[config.mk]
export PLATFORM = sky130hd
export DESIGN_NAME = ab_stim_sequencer_flat
export DESIGN_NICKNAME = d
export VERILOG_FILES = /design/src/rtl/ab_stim_sequencer_if.sv /design/src/rtl/ab_stim_sequencer.sv /design/src/flat_wrapper.sv
export SDC_FILE = /design/constraint.sdc
export NUM_CORES = 1
export LEC_CHECK = 0
export BUFFER_PORTS_ARGS = -buffer_cell sky130_fd_sc_hd__buf_4
export CAP_MARGIN = 5
export CORE_ASPECT_RATIO = 0.6
export CORE_MARGIN = 3
export CORE_UTILIZATION = 58
export DETAILED_ROUTE_END_ITERATION = 8
export GPL_ROUTABILITY_DRIVEN = 0
export PLACE_DENSITY_LB_ADDON = 0.08
export SYNTH_ARGS = -nofsm -noshare
export SYNTH_HDL_FRONTEND = slang
export SYNTH_SLANG_ARGS = --single-unit
[constraint.sdc]
create_clock -name clk -period 3.2 [get_ports clk]
set_clock_uncertainty 0.2 [all_clocks]
set_input_delay 0.64 -clock clk [delete_from_list [all_inputs] [get_ports clk]]
set_output_delay 0.64 -clock clk [all_outputs]
set_load 0.01 [all_outputs]
[src/rtl/ab_stim_sequencer_if.sv]
// Signal bundle between a stimulus sequencer, its controller and the FSM it exercises.
// The slave side is the sequencer; the master side is whoever programs it and hosts the FSM.
interface ab_stim_sequencer_if #(
    parameter int CNT_W = 8
);
    logic             wr_en;
    logic [3:0]       wr_addr;
    logic [2:0]       wr_data;
    logic [4:0]       len;
    logic             start;
    logic             abort;
    logic             dut_rst;
    logic             dut_a;
    logic             dut_b;
    logic             dut_y;
    logic             busy;
    logic             done;
    logic             pass;
    logic [CNT_W-1:0] err_cnt;

    modport master (
        output wr_en, wr_addr, wr_data, len, start, abort, dut_y,
        input  dut_rst, dut_a, dut_b, busy, done, pass, err_cnt
    );

    modport slave (
        input  wr_en, wr_addr, wr_data, len, start, abort, dut_y,
        output dut_rst, dut_a, dut_b, busy, done, pass, err_cnt
    );
endinterface

[src/rtl/ab_stim_sequencer.sv]
// Steps a two-input FSM through a stored (a,b) program and checks its registered
// output y one cycle later against the stored expected value of each step.
module ab_stim_sequencer #(
    parameter int DEPTH = 8,
    parameter int CNT_W = 8
) (
    input  logic               clk,
    input  logic               rst,
    ab_stim_sequencer_if.slave bus
);
    localparam int IW = (DEPTH > 1) ? $clog2(DEPTH) : 1;

    typedef enum logic [2:0] {IDLE, DRST, DRIVE, FLUSH, DONE} state_t;

    state_t           state;
    logic [IW-1:0]    idx;
    logic [IW-1:0]    last_idx;
    logic [IW-1:0]    wr_idx;
    logic [2:0]       store [DEPTH];
    logic [CNT_W-1:0] err_cnt;
    logic [CNT_W-1:0] err_next;
    logic             pass;
    logic             busy;
    logic             len_ok;
    logic             wr_ok;
    logic             check_en;
    logic             check_exp;
    logic             mismatch;
    logic             unused_addr;

    // Upper address bits alias onto the low ones, so they are deliberately ignored.
    assign wr_idx      = bus.wr_addr[IW-1:0];
    assign unused_addr = ^bus.wr_addr;
    assign busy        = (state == DRST) || (state == DRIVE) || (state == FLUSH);
    assign wr_ok       = bus.wr_en && !busy && (int'(wr_idx) < DEPTH);
    assign len_ok      = (bus.len != 5'd0) && (int'(bus.len) <= DEPTH);

    // y seen now was registered on the edge that closed the previous step.
    always_comb begin
        check_en  = 1'b0;
        check_exp = 1'b0;
        if (state == DRIVE && idx != '0) begin
            check_en  = 1'b1;
            check_exp = store[idx - IW'(1)][0];
        end else if (state == FLUSH) begin
            check_en  = 1'b1;
            check_exp = store[last_idx][0];
        end
    end

    assign mismatch = check_en && (bus.dut_y != check_exp);
    assign err_next = (mismatch && (err_cnt != '1)) ? err_cnt + CNT_W'(1) : err_cnt;

    always_ff @(posedge clk or posedge rst) begin
        if (rst) begin
            state    <= IDLE;
            idx      <= '0;
            last_idx <= '0;
            err_cnt  <= '0;
            pass     <= 1'b0;
            for (int i = 0; i < DEPTH; i++) begin
                store[i] <= '0;
            end
        end else begin
            if (wr_ok) begin
                store[wr_idx] <= bus.wr_data;
            end
            case (state)
                IDLE: begin
                    if (bus.start) begin
                        pass <= 1'b0;
                        if (len_ok) begin
                            last_idx <= IW'(bus.len - 5'd1);
                            idx      <= '0;
                            err_cnt  <= '0;
                            state    <= DRST;
                        end else begin
                            err_cnt <= '1;
                            state   <= DONE;
                        end
                    end
                end
                DRST: begin
                    if (bus.abort) begin
                        pass  <= 1'b0;
                        state <= IDLE;
                    end else begin
                        state <= DRIVE;
                    end
                end
                DRIVE: begin
                    if (bus.abort) begin
                        pass  <= 1'b0;
                        state <= IDLE;
                    end else begin
                        err_cnt <= err_next;
                        if (idx == last_idx) begin
                            state <= FLUSH;
                        end else begin
                            idx <= idx + IW'(1);
                        end
                    end
                end
                FLUSH: begin
                    if (bus.abort) begin
                        pass  <= 1'b0;
                        state <= IDLE;
                    end else begin
                        err_cnt <= err_next;
                        state   <= DONE;
                    end
                end
                DONE: begin
                    pass  <= (err_cnt == '0);
                    state <= IDLE;
                end
                default: state <= IDLE;
            endcase
        end
    end

    // FSM-facing outputs are decoded straight from state so step i lands in DRIVE cycle i.
    assign bus.dut_rst = (state == DRST);
    assign bus.dut_a   = (state == DRIVE) && store[idx][2];
    assign bus.dut_b   = (state == DRIVE) && store[idx][1];
    assign bus.busy    = busy;
    assign bus.done    = (state == DONE);
    assign bus.pass    = pass;
    assign bus.err_cnt = err_cnt;
endmodule
[src/flat_wrapper.sv]
// flat-port wrapper written by rule: the top's interface ports become plain ports
module ab_stim_sequencer_flat 
#(
    parameter int DEPTH = 8,
    parameter int CNT_W = 8
)
  (clk, rst, bus_wr_en, bus_wr_addr, bus_wr_data, bus_len, bus_start, bus_abort, bus_dut_y, bus_dut_rst, bus_dut_a, bus_dut_b, bus_busy, bus_done, bus_pass, bus_err_cnt);
  ab_stim_sequencer_if #(.CNT_W(CNT_W)) bus_i ();
  input  logic clk;
  input  logic rst;
  input wire logic [$bits(bus_i.wr_en)-1:0] bus_wr_en;
  input wire logic [$bits(bus_i.wr_addr)-1:0] bus_wr_addr;
  input wire logic [$bits(bus_i.wr_data)-1:0] bus_wr_data;
  input wire logic [$bits(bus_i.len)-1:0] bus_len;
  input wire logic [$bits(bus_i.start)-1:0] bus_start;
  input wire logic [$bits(bus_i.abort)-1:0] bus_abort;
  input wire logic [$bits(bus_i.dut_y)-1:0] bus_dut_y;
  output wire logic [$bits(bus_i.dut_rst)-1:0] bus_dut_rst;
  output wire logic [$bits(bus_i.dut_a)-1:0] bus_dut_a;
  output wire logic [$bits(bus_i.dut_b)-1:0] bus_dut_b;
  output wire logic [$bits(bus_i.busy)-1:0] bus_busy;
  output wire logic [$bits(bus_i.done)-1:0] bus_done;
  output wire logic [$bits(bus_i.pass)-1:0] bus_pass;
  output wire logic [$bits(bus_i.err_cnt)-1:0] bus_err_cnt;
  assign bus_i.wr_en = bus_wr_en;
  assign bus_i.wr_addr = bus_wr_addr;
  assign bus_i.wr_data = bus_wr_data;
  assign bus_i.len = bus_len;
  assign bus_i.start = bus_start;
  assign bus_i.abort = bus_abort;
  assign bus_i.dut_y = bus_dut_y;
  assign bus_dut_rst = bus_i.dut_rst;
  assign bus_dut_a = bus_i.dut_a;
  assign bus_dut_b = bus_i.dut_b;
  assign bus_busy = bus_i.busy;
  assign bus_done = bus_i.done;
  assign bus_pass = bus_i.pass;
  assign bus_err_cnt = bus_i.err_cnt;
  ab_stim_sequencer #(.DEPTH(DEPTH), .CNT_W(CNT_W)) u_core (.clk(clk), .rst(rst), .bus(bus_i));
endmodule
# ---- Word level (Yosys, flattened, before mapping)
# Index checks and enable logic that the tools add are counted.
dict set report word_totals {
  wordCells 103
  inputBits 18
  out_inout_bits 14
  regBits 42
}
dict set report op_classes {
  reduce_logical 25
  n_eq_ne 15
  bitwise 4
  mux 36
  order_cmp 6
  n_addsub 4
}
# op n
set ops {}
lappend ops {{$mux W3} 12}
lappend ops {{$mux W8} 4}
lappend ops {{$bmux W3 S3} 3}
lappend ops {{$bwmux W24} 1}
lappend ops {{$ge A4 B4 Y1 const B} 4}
lappend ops {{$not A3 Y4} 4}
lappend ops {{$pmux W8 S2} 1}
lappend ops {{$pmux W3 S4} 1}
lappend ops {{$mux W1} 10}
lappend ops {{$demux W3 S3} 1}
lappend ops {{$add A8 B1 Y8 const B} 1}
lappend ops {{$logic_and A1 B1 Y1} 8}
lappend ops {{$logic_not A8 Y1} 1}
lappend ops {{$ne A2 B2 Y1 const B} 4}
lappend ops {{$ne A8 B8 Y1 const B} 1}
lappend ops {{$eq A3 B2 Y1 const B} 2}
lappend ops {{$ne A2 B1 Y1 const B} 3}
lappend ops {{$pmux W3 S2} 1}
lappend ops {{$reduce_and A3 Y1} 2}
lappend ops {{$reduce_bool A3 Y1} 2}
lappend ops {{$sub A3 B1 Y3 const B} 2}
lappend ops {{$le A5 B4 Y1 const B} 1}
lappend ops {{$reduce_and A5 Y1} 1}
lappend ops {{$reduce_bool A5 Y1} 1}
lappend ops {{other kinds (17)} 19}

# ---- Logic depth before layout (Yosys ltp)
# Gate-level depths: netlist (run 1).
dict set report logic_depth {
  depth_word 12
  mapped_depth 10
  ltp_nobuf 9
}

# ---- Worst setup path before layout (run 1)
# Ideal clock, no wire load.
dict set report synth_timing {
  path_kind {register to register}
  from {reg u_core.idx[0]}
  to {reg u_core.err_cnt[0], in the netlist u_core.bus.err_cnt[0]}
  t_required_ns 2.899
  setup_ns 0.101
  setup_slack_ns 0.598
  arrival_time_ns 2.301
  n_path_buf 1
  period_less_slack_ns 2.602
  path_stages_with_launch 11
  cell_sequence {dfrtp_1 buf_4 inv_1 ha_1 mux4_2 nand3_1 a31oi_2 a31oi_4 xnor2_2 a31oi_2 o32ai_1}
}
dict set report synth_via {
  elab_chain_len 11
  elab_cells_between_ends 14
  cone_classes {1 x add/sub; 2 x eq/ne; 5 x mux; 1 x bitwise; 5 x reduce/logical}
}
# item line_no
set synth_lines {}
lappend synth_lines {{start, declared} ab_stim_sequencer.sv:16} ;# logic [IW-1:0] idx;
lappend synth_lines {{start signal, assigned} ab_stim_sequencer.sv:100} ;# idx <= idx + IW'(1);
lappend synth_lines {{$sub A3 B1 Y3} ab_stim_sequencer.sv:44} ;# check_exp = store[idx - IW'(1)][0];
lappend synth_lines {{$not A3 Y4 (implied by the code)} ab_stim_sequencer.sv:44}
lappend synth_lines {{$bmux W3 S3} ab_stim_sequencer.sv:44}
lappend synth_lines {{$mux W1 (implied by the code) (2 in a row)} ab_stim_sequencer.sv:44}
lappend synth_lines {{$mux W1} ab_stim_sequencer.sv:42} ;# if (state == DRIVE && idx != '0) begin
lappend synth_lines {{$ne A1 B1 Y1} ab_stim_sequencer.sv:51} ;# assign mismatch = check_en && (bus.dut_y != check_exp);
lappend synth_lines {{$logic_and A1 B1 Y1 *} ab_stim_sequencer.sv:51}
lappend synth_lines {{$logic_and A1 B1 Y1 *} ab_stim_sequencer.sv:52} ;# assign err_next = (mismatch && (err_cnt != '1)) ? err_cnt + CNT_W'(1) : err_cnt;
lappend synth_lines {{$ne A2 B1 Y1 (no line) *} n/a}
lappend synth_lines {{$reduce_and A4 Y1 (no line) *} n/a}
lappend synth_lines {{end signal, assigned} ab_stim_sequencer.sv:96} ;# err_cnt <= err_next;
lappend synth_lines {{end signal, assigned} ab_stim_sequencer.sv:109} ;# err_cnt <= err_next;
lappend synth_lines {{end, declared} ab_stim_sequencer.sv:20} ;# logic [CNT_W-1:0] err_cnt;
# Every way passes the cells marked *; elsewhere a longest branch is shown, timed or not. The select of a mux whose other input is x is not followed.
# A chain may end at the register's enable or synchronous reset.

# ---- Worst setup path after layout (run 1)
# Ends and elaborated chain as after synthesis.

==> flow_summary.json, run 1 <==
{
  "grt.overflow.total": 0,
  "cp_top_family": "compound AO/OA/AOI/OAI gates",
  "grt_pass1_wl_um": 9577,
  "grt_pass1_vias": 1885,
  "yosys-top-cells-area": "dfrtp_1 (42%), mux2_2 (12%), mux4_2 (5.4%), ha_1 (3.5%), nand2_1 (2.2%)",
  "power.density_mw_per_mm2": 714.3,
  "drv_slew": 0,
  "drive_gt1_frac": 0.3132,
  "ys_seq_area_frac": 0.4190,
  "maxSlewHeadroom": 0.6461,
  "ir_drop_mv": 0.4132,
  "wirelength_um": 5844,
  "synthArstFlopShare": 1.000,
  "coreArea_mm2": 0.003914,
  "critical_path_class": "flop to flop",
  "worstRegToRegCells": 9,
  "grtUsageMet2": 0.3298,
  "area_growth_pct": 16.51,
  "clk_latency_ns": 0.29,
  "cts_resized": 0,
  "setup_violations": 0,
  "instances_no_fill": 322,
  "synth_top_cell_by_area": "dfrtp_1",
  "grt_max_degree": 43,
  "syn-cell-area_mm2": 0.002509,
  "busiest_layer": "met1",
  "setup_tns_ns": 0,
  "cpPeakStageDelay_ns": 0.42,
  "synth_cells": 226,
  "ys_ff_latch": 42,
  "n_antenna_cell": 0,
  "synth_top_area_share": 0.4190,
  "holdCritPathClass": "input port to async pin",
  "maxCapViolCount": 0,
  "synth_edf_count": 0,
  "ctsHoldBuffers": 0,
  "arrival_ns": 2.84,
  "cp_max_fo": 10,
  "place_inst": 314,
  "yosysWarnings": 0,
  "routedWlPerCell_um": 18.15,
  "reg2reg_slack_ns": 0.36,
  "avgViaCountPerCell": 6.121,
  "whs_ns": 0.2638,
  "portBuffers": 30,
  "start_util": 0.6410,
  "syn_nets": 251,
  "pin_count": 32,
  "slowest_stage": "xnor2_2",
  "crit_start": "u_core.idx[0]$_DFFE_PP0P_",
  "rsz0062_at_grt": "no",
  "crit_required_ns": 3.20,
  "vias": 1971,
  "cts-buffers-inserted": 5,
  "crit_end": "u_core.bus.err_cnt[0]$_DFFE_PP0P_",
  "dp_hpwl_um": 4491,
  "path_depth": 9,
  "drc": 0,
  "gr-usage-met3": 0.06851,
  "avgSynthCellArea_um2": 11.10,
  "path_clk_slew_ns": 0.08,
  "clock_sinks": 42,
  "cts_tree": "done",
  "cp-start-kind": "flop",
  "finalCritPeriodShare": 0.8873,
  "tightest_slew_ns": 0.5298,
  "cts-htree-levels": 2,
  "die-width_um": 90.91,
  "clock_path_buffers": 2,
  "endpoint_kind": "flop",
  "yosysMostFrequentCell": "dfrtp_1",
  "setup_ws_ns": 0.3606,
  "drtPass1Iterations": 5,
  "hold_viol_final": 0,
  "cp_common_cell": "a31oi_2",
  "ant_nets": 0,
  "max_freq_ghz": 0.3522,
  "yosysUniqueCellTypes": 50,
  "rows": 17,
  "p_leak_nw": 1.289,
  "cts_root_buf": "clkbuf_8",
  "first_iter_violations": 144,
  "path_cells": "inv_1, ha_1, mux4_2, nand3_1, a31oi_2, a31oi_4, xnor2_2, a31oi_2, o32ai_1",
  "reg2reg_from": "u_core.idx[0]$_DFFE_PP0P_",
  "grtUsageTotal": 0.2370,
  "met1_usage": 0.3648,
  "synthFlopType": "dfrtp_1",
  "die_h_um": 56.94,
  "detailedPlace.worstSlack_ns": 0.4238,
  "antenna_found_initial": 0,
  "r2r-end": "u_core.bus.err_cnt[0]$_DFFE_PP0P_",
  "outcome": "complete, no violations",
  "cp_num_buf_inv": 1,
  "yosys-top-cells-count": "dfrtp_1 (42), mux2_2 (26), nand2_1 (15), inv_1 (14), nor2_1 (14)",
  "cts_setup_buffers": 0,
  "nets": 289,
  "dieArea_mm2": 0.005176,
  "period_needed_ns": 2.839
}
worst min path at each step:
stage,start,depth (start not counted),endpoint
final,rst,3,u_core.bus.err_cnt[1]$_DFFE_PP0P_
after global routing,bus_len[0],2,u_core.last_idx[0]$_DFFE_PP0P_
after CTS,rst,3,u_core.bus.err_cnt[1]$_DFFE_PP0P_
after detailed placement,u_core.store[7]$_DFFE_PP0P_,1,u_core.store[7]$_DFFE_PP0P_
after global placement,u_core.store[14]$_DFFE_PP0P_,1,u_core.store[14]$_DFFE_PP0P_
after floorplan,u_core.store[16]$_DFFE_PP0P_,1,u_core.store[16]$_DFFE_PP0P_
registers in the layout (all words and copies together), names as in the netlist:
register / cells
u_core.bus.err_cnt: 8
u_core.bus.pass: 1
u_core.idx: 3
u_core.last_idx: 3
u_core.state: 3
u_core.store: 24
cells by family after synthesis:
kind of cell,share of synthesized area
adder cells (fa/ha/maj),0.03491
AO/OA/AOI/OAI,0.1057
XOR/XNOR,0.03092
buffers and inverters,0.03142
flip-flops,0.4190
AND/OR/NAND/NOR,0.1706
multiplexers,0.2075
area by class of cell:
cell class	count	area, um^2
Fill cell	303	991.0
Clock inverter	1	5.005
Clock buffer	7	86.33
Multi-Input combinational cell	164	1379
Timing Repair Buffer	37	277.8
Inverter	14	52.55
Tap cell	57	71.32
Sequential cell	42	1051
layer usage:
layer | part of all wire | vias up
li1 | - | 925
met1 | 0.49 | 954
met2 | 0.41 | 84
met3 | 0.087 | 8
met4 | 0.010 | 0
met5 | 0 | -
worst reg2reg max path, cell delays in order (launching register included):
cell and delay [ns]:
dfrtp_1 0.38, inv_1 0.12, ha_1 0.29, mux4_2 0.27, nand3_1 0.09, a31oi_2 0.28
a31oi_4 0.06, xnor2_2 0.42, a31oi_2 0.29, o32ai_1 0.34
metrics by stage:
| step | util | area [um^2] | total power [W] |
|---|---|---|---|
| 4_1_cts | 0.7468 | 2923 | 0.002091 |
| 3_5_place_dp | 0.7235 | 2831 | 0.001732 |
| 5_1_grt | 0.7468 | 2923 | 0.002220 |
| 3_3_place_gp | 0.7235 | 2831 | 0.001701 |
| 6_report | 0.7468 | 2923 | 0.002088 |
| 2_1_floorplan | - | 2509 | 0.001443 |
where the power goes:
part	internal, W	leakage (nW)	switching, W
combinational	0.000455	0.728	0.000386
clock	0.000174	0.0482	0.000182
sequential	0.000697	0.512	0.000194
total	0.00133	1.29	0.000762
cells in the final DEF, fill, tap and decap left out, types with 5 or more instances in the layout:
cell type and count:
dfrtp_1 42, buf_4 37, mux2_2 26, nand2_1 15
inv_1 14, nor2_1 14, nor3_1 8, nand3_1 7
ha_1 7, xnor2_1 6, mux4_2 6, nand3b_1 6
clkbuf_8 6, nor3b_1 5
No activity file was read; power rests on OpenSTA's default activity.
==> run 2: changes to the inputs <==
- clock period: 3.2 -> 3.25 ns (I/O delays scaled with it)
==> run 2 against run 1 <==
Power decreased by 2.0%. Clock power decreased by 7.3%. Global-route usage increased by 0.51 points. Die area unchanged. Fmax increased by 0.78%. Non-clock buffer count unchanged. Sequential cell count unchanged. Sequential power decreased by 0.8%. Register-to-register slack improved by 0.07 ns.
==> flow_summary.json, run 2 (synthesis results as in run 1) <==
{
  "drc": 0,
  "hold_viol_final": 0,
  "drive_gt1_frac": 0.3118,
  "cts-htree-levels": 2,
  "reg_top3": "u_core.store x24, u_core.bus.err_cnt x8",
  "path_depth": 9,
  "finalCritPeriodShare": 0.8669,
  "rsz0062_at_grt": "no",
  "pin_count": 32,
  "cp-start-kind": "flop",
  "die_h_um": 56.94,
  "grtUsageTotal": 0.2421,
  "worstRegToRegCells": 9,
  "setup_tns_ns": 0,
  "dp_hpwl_um": 4427,
  "endpoint_kind": "flop",
  "maxCapViolCount": 0,
  "ir_drop_mv": 0.3535,
  "ant_nets": 0,
  "cpPeakStageDelay_ns": 0.41,
  "dieArea_mm2": 0.005176,
  "reg2reg_slack_ns": 0.43,
  "setup_violations": 0,
  "clock_path_buffers": 2,
  "tightest_slew_ns": 0.5324,
  "path_clk_slew_ns": 0.08,
  "critical_path_class": "flop to flop",
  "path_cells": "inv_1, ha_1, mux4_2, nand3_1, a31oi_2, a31oi_4, xnor2_2, a31oi_2, o32ai_1",
  "largest_register_ff_count": 24,
  "final_common_cell": "dfrtp_1",
  "crit_required_ns": 3.25,
  "rows": 17,
  "grt_pass1_wl_um": 9715,
  "cp_num_buf_inv": 1,
  "coreArea_mm2": 0.003914,
  "clock_sinks": 42,
  "cts_root_buf": "clkbuf_8",
  "p_leak_nw": 1.284,
  "fillers": 298,
  "r2r-end": "u_core.bus.err_cnt[0]$_DFFE_PP0P_",
  "slowest_stage": "xnor2_2",
  "final_cell_mix": "dfrtp_1 (42), buf_4 (37), mux2_2 (26)",
  "arrival_ns": 2.81,
  "area_growth_pct": 16.16,
  "portBuffers": 30,
  "power.density_mw_per_mm2": 702.3,
  "cts_setup_buffers": 0,
  "fin_util": 0.7446,
  "n_antenna_cell": 0,
  "wirelength_um": 5935,
  "die-width_um": 90.91,
  "antenna_found_initial": 0,
  "cts_resized": 0,
  "reg2reg_from": "u_core.idx[0]$_DFFE_PP0P_",
  "routedWlPerCell_um": 18.55,
  "cp_max_fo": 10,
  "power_w": 0.002046,
  "maxSlewHeadroom": 0.6451,
  "grt.overflow.total": 0,
  "whs_ns": 0.3040,
  "grt_pass1_vias": 1881,
  "cts_tree": "done",
  "outcome": "complete, no violations",
  "regMostFlops": "u_core.store",
  "nets": 289,
  "vias": 2012,
  "max_freq_ghz": 0.3549,
  "cts-buffers-inserted": 5,
  "holdCritPathClass": "input port to async pin",
  "first_iter_violations": 183,
  "avgViaCountPerCell": 6.288,
  "start_util": 0.6410,
  "drv_slew": 0,
  "ctsHoldBuffers": 0,
  "cp_common_cell": "a31oi_2",
  "clk_latency_ns": 0.29,
  "cp_top_family": "compound AO/OA/AOI/OAI gates",
  "period_needed_ns": 2.817,
  "drtPass1Iterations": 5,
  "grt_max_degree": 43
}
==> run 2: cell types whose count changed in the layout (fill, tap and decap cells not counted), sizes merged <==
cell / previous run / this run
clkinv: 1 / 0
clkbuf: 7 / 6
==> run 2: where the power goes <==
part	internal [W]	switching (W)	total, W
logic	0.000447	0.000385	0.000832
clock network	0.000164	0.000167	0.000330
registers	0.000687	0.000198	0.000884
total	0.00130	0.000749	0.00205
==> run 2: cell type report <==
| class | count | area, um^2 | area share |
|---|---|---|---|
| sequential | 42 | 1051 | 0.3607 |
| timing repair buffer | 37 | 277.8 | 0.09532 |
| inverter | 14 | 52.55 | 0.01803 |
| tap | 57 | 71.32 | 0.02447 |
| clock buffer | 6 | 82.58 | 0.02834 |
| multi-input combinational | 164 | 1379 | 0.4732 |
==> run 2: how the worst max path moves through the flow <==
stage                                                    to  slack [ns]                      start
after CTS                 u_core.bus.err_cnt[7]$_DFFE_PP0P_        0.45  u_core.idx[0]$_DFFE_PP0P_
after global placement    u_core.bus.err_cnt[0]$_DFFE_PP0P_        0.52  u_core.idx[0]$_DFFE_PP0P_
after detailed placement  u_core.bus.err_cnt[7]$_DFFE_PP0P_        0.48  u_core.idx[0]$_DFFE_PP0P_
after floorplan           u_core.bus.err_cnt[0]$_DFFE_PP0P_        0.65  u_core.idx[0]$_DFFE_PP0P_
final                     u_core.bus.err_cnt[0]$_DFFE_PP0P_        0.43  u_core.idx[0]$_DFFE_PP0P_
after global routing      u_core.bus.err_cnt[7]$_DFFE_PP0P_        0.24  u_core.idx[0]$_DFFE_PP0P_
==> run 2: worst register-to-register path, cell delays in order, from the launching register on <==
cell	delay, ns
dfrtp_1	0.38
inv_1	0.14
ha_1	0.30
mux4_2	0.27
nand3_1	0.10
a31oi_2	0.25
a31oi_4	0.06
xnor2_2	0.41
a31oi_2	0.29
o32ai_1	0.33
==> run 2: metal layers <==
layer  up-vias  part of all wire  GRT usage
met5         -                 0          0
met1       994              0.48     0.3784
met4         0            0.0072    0.04936
met3         6              0.10    0.06192
met2        89              0.41     0.3425
li1        923                 -          -
==> run 2: per-stage QoR <==
step	instances	cell area [um^2]	setup slack, ns
finish	320	2914	0.4326
global route	320	2914	0.2424
CTS	320	2914	0.4515
detailed placement	314	2831	0.4759
global placement	314	2831	0.5220
floorplan	226	2509	0.6478
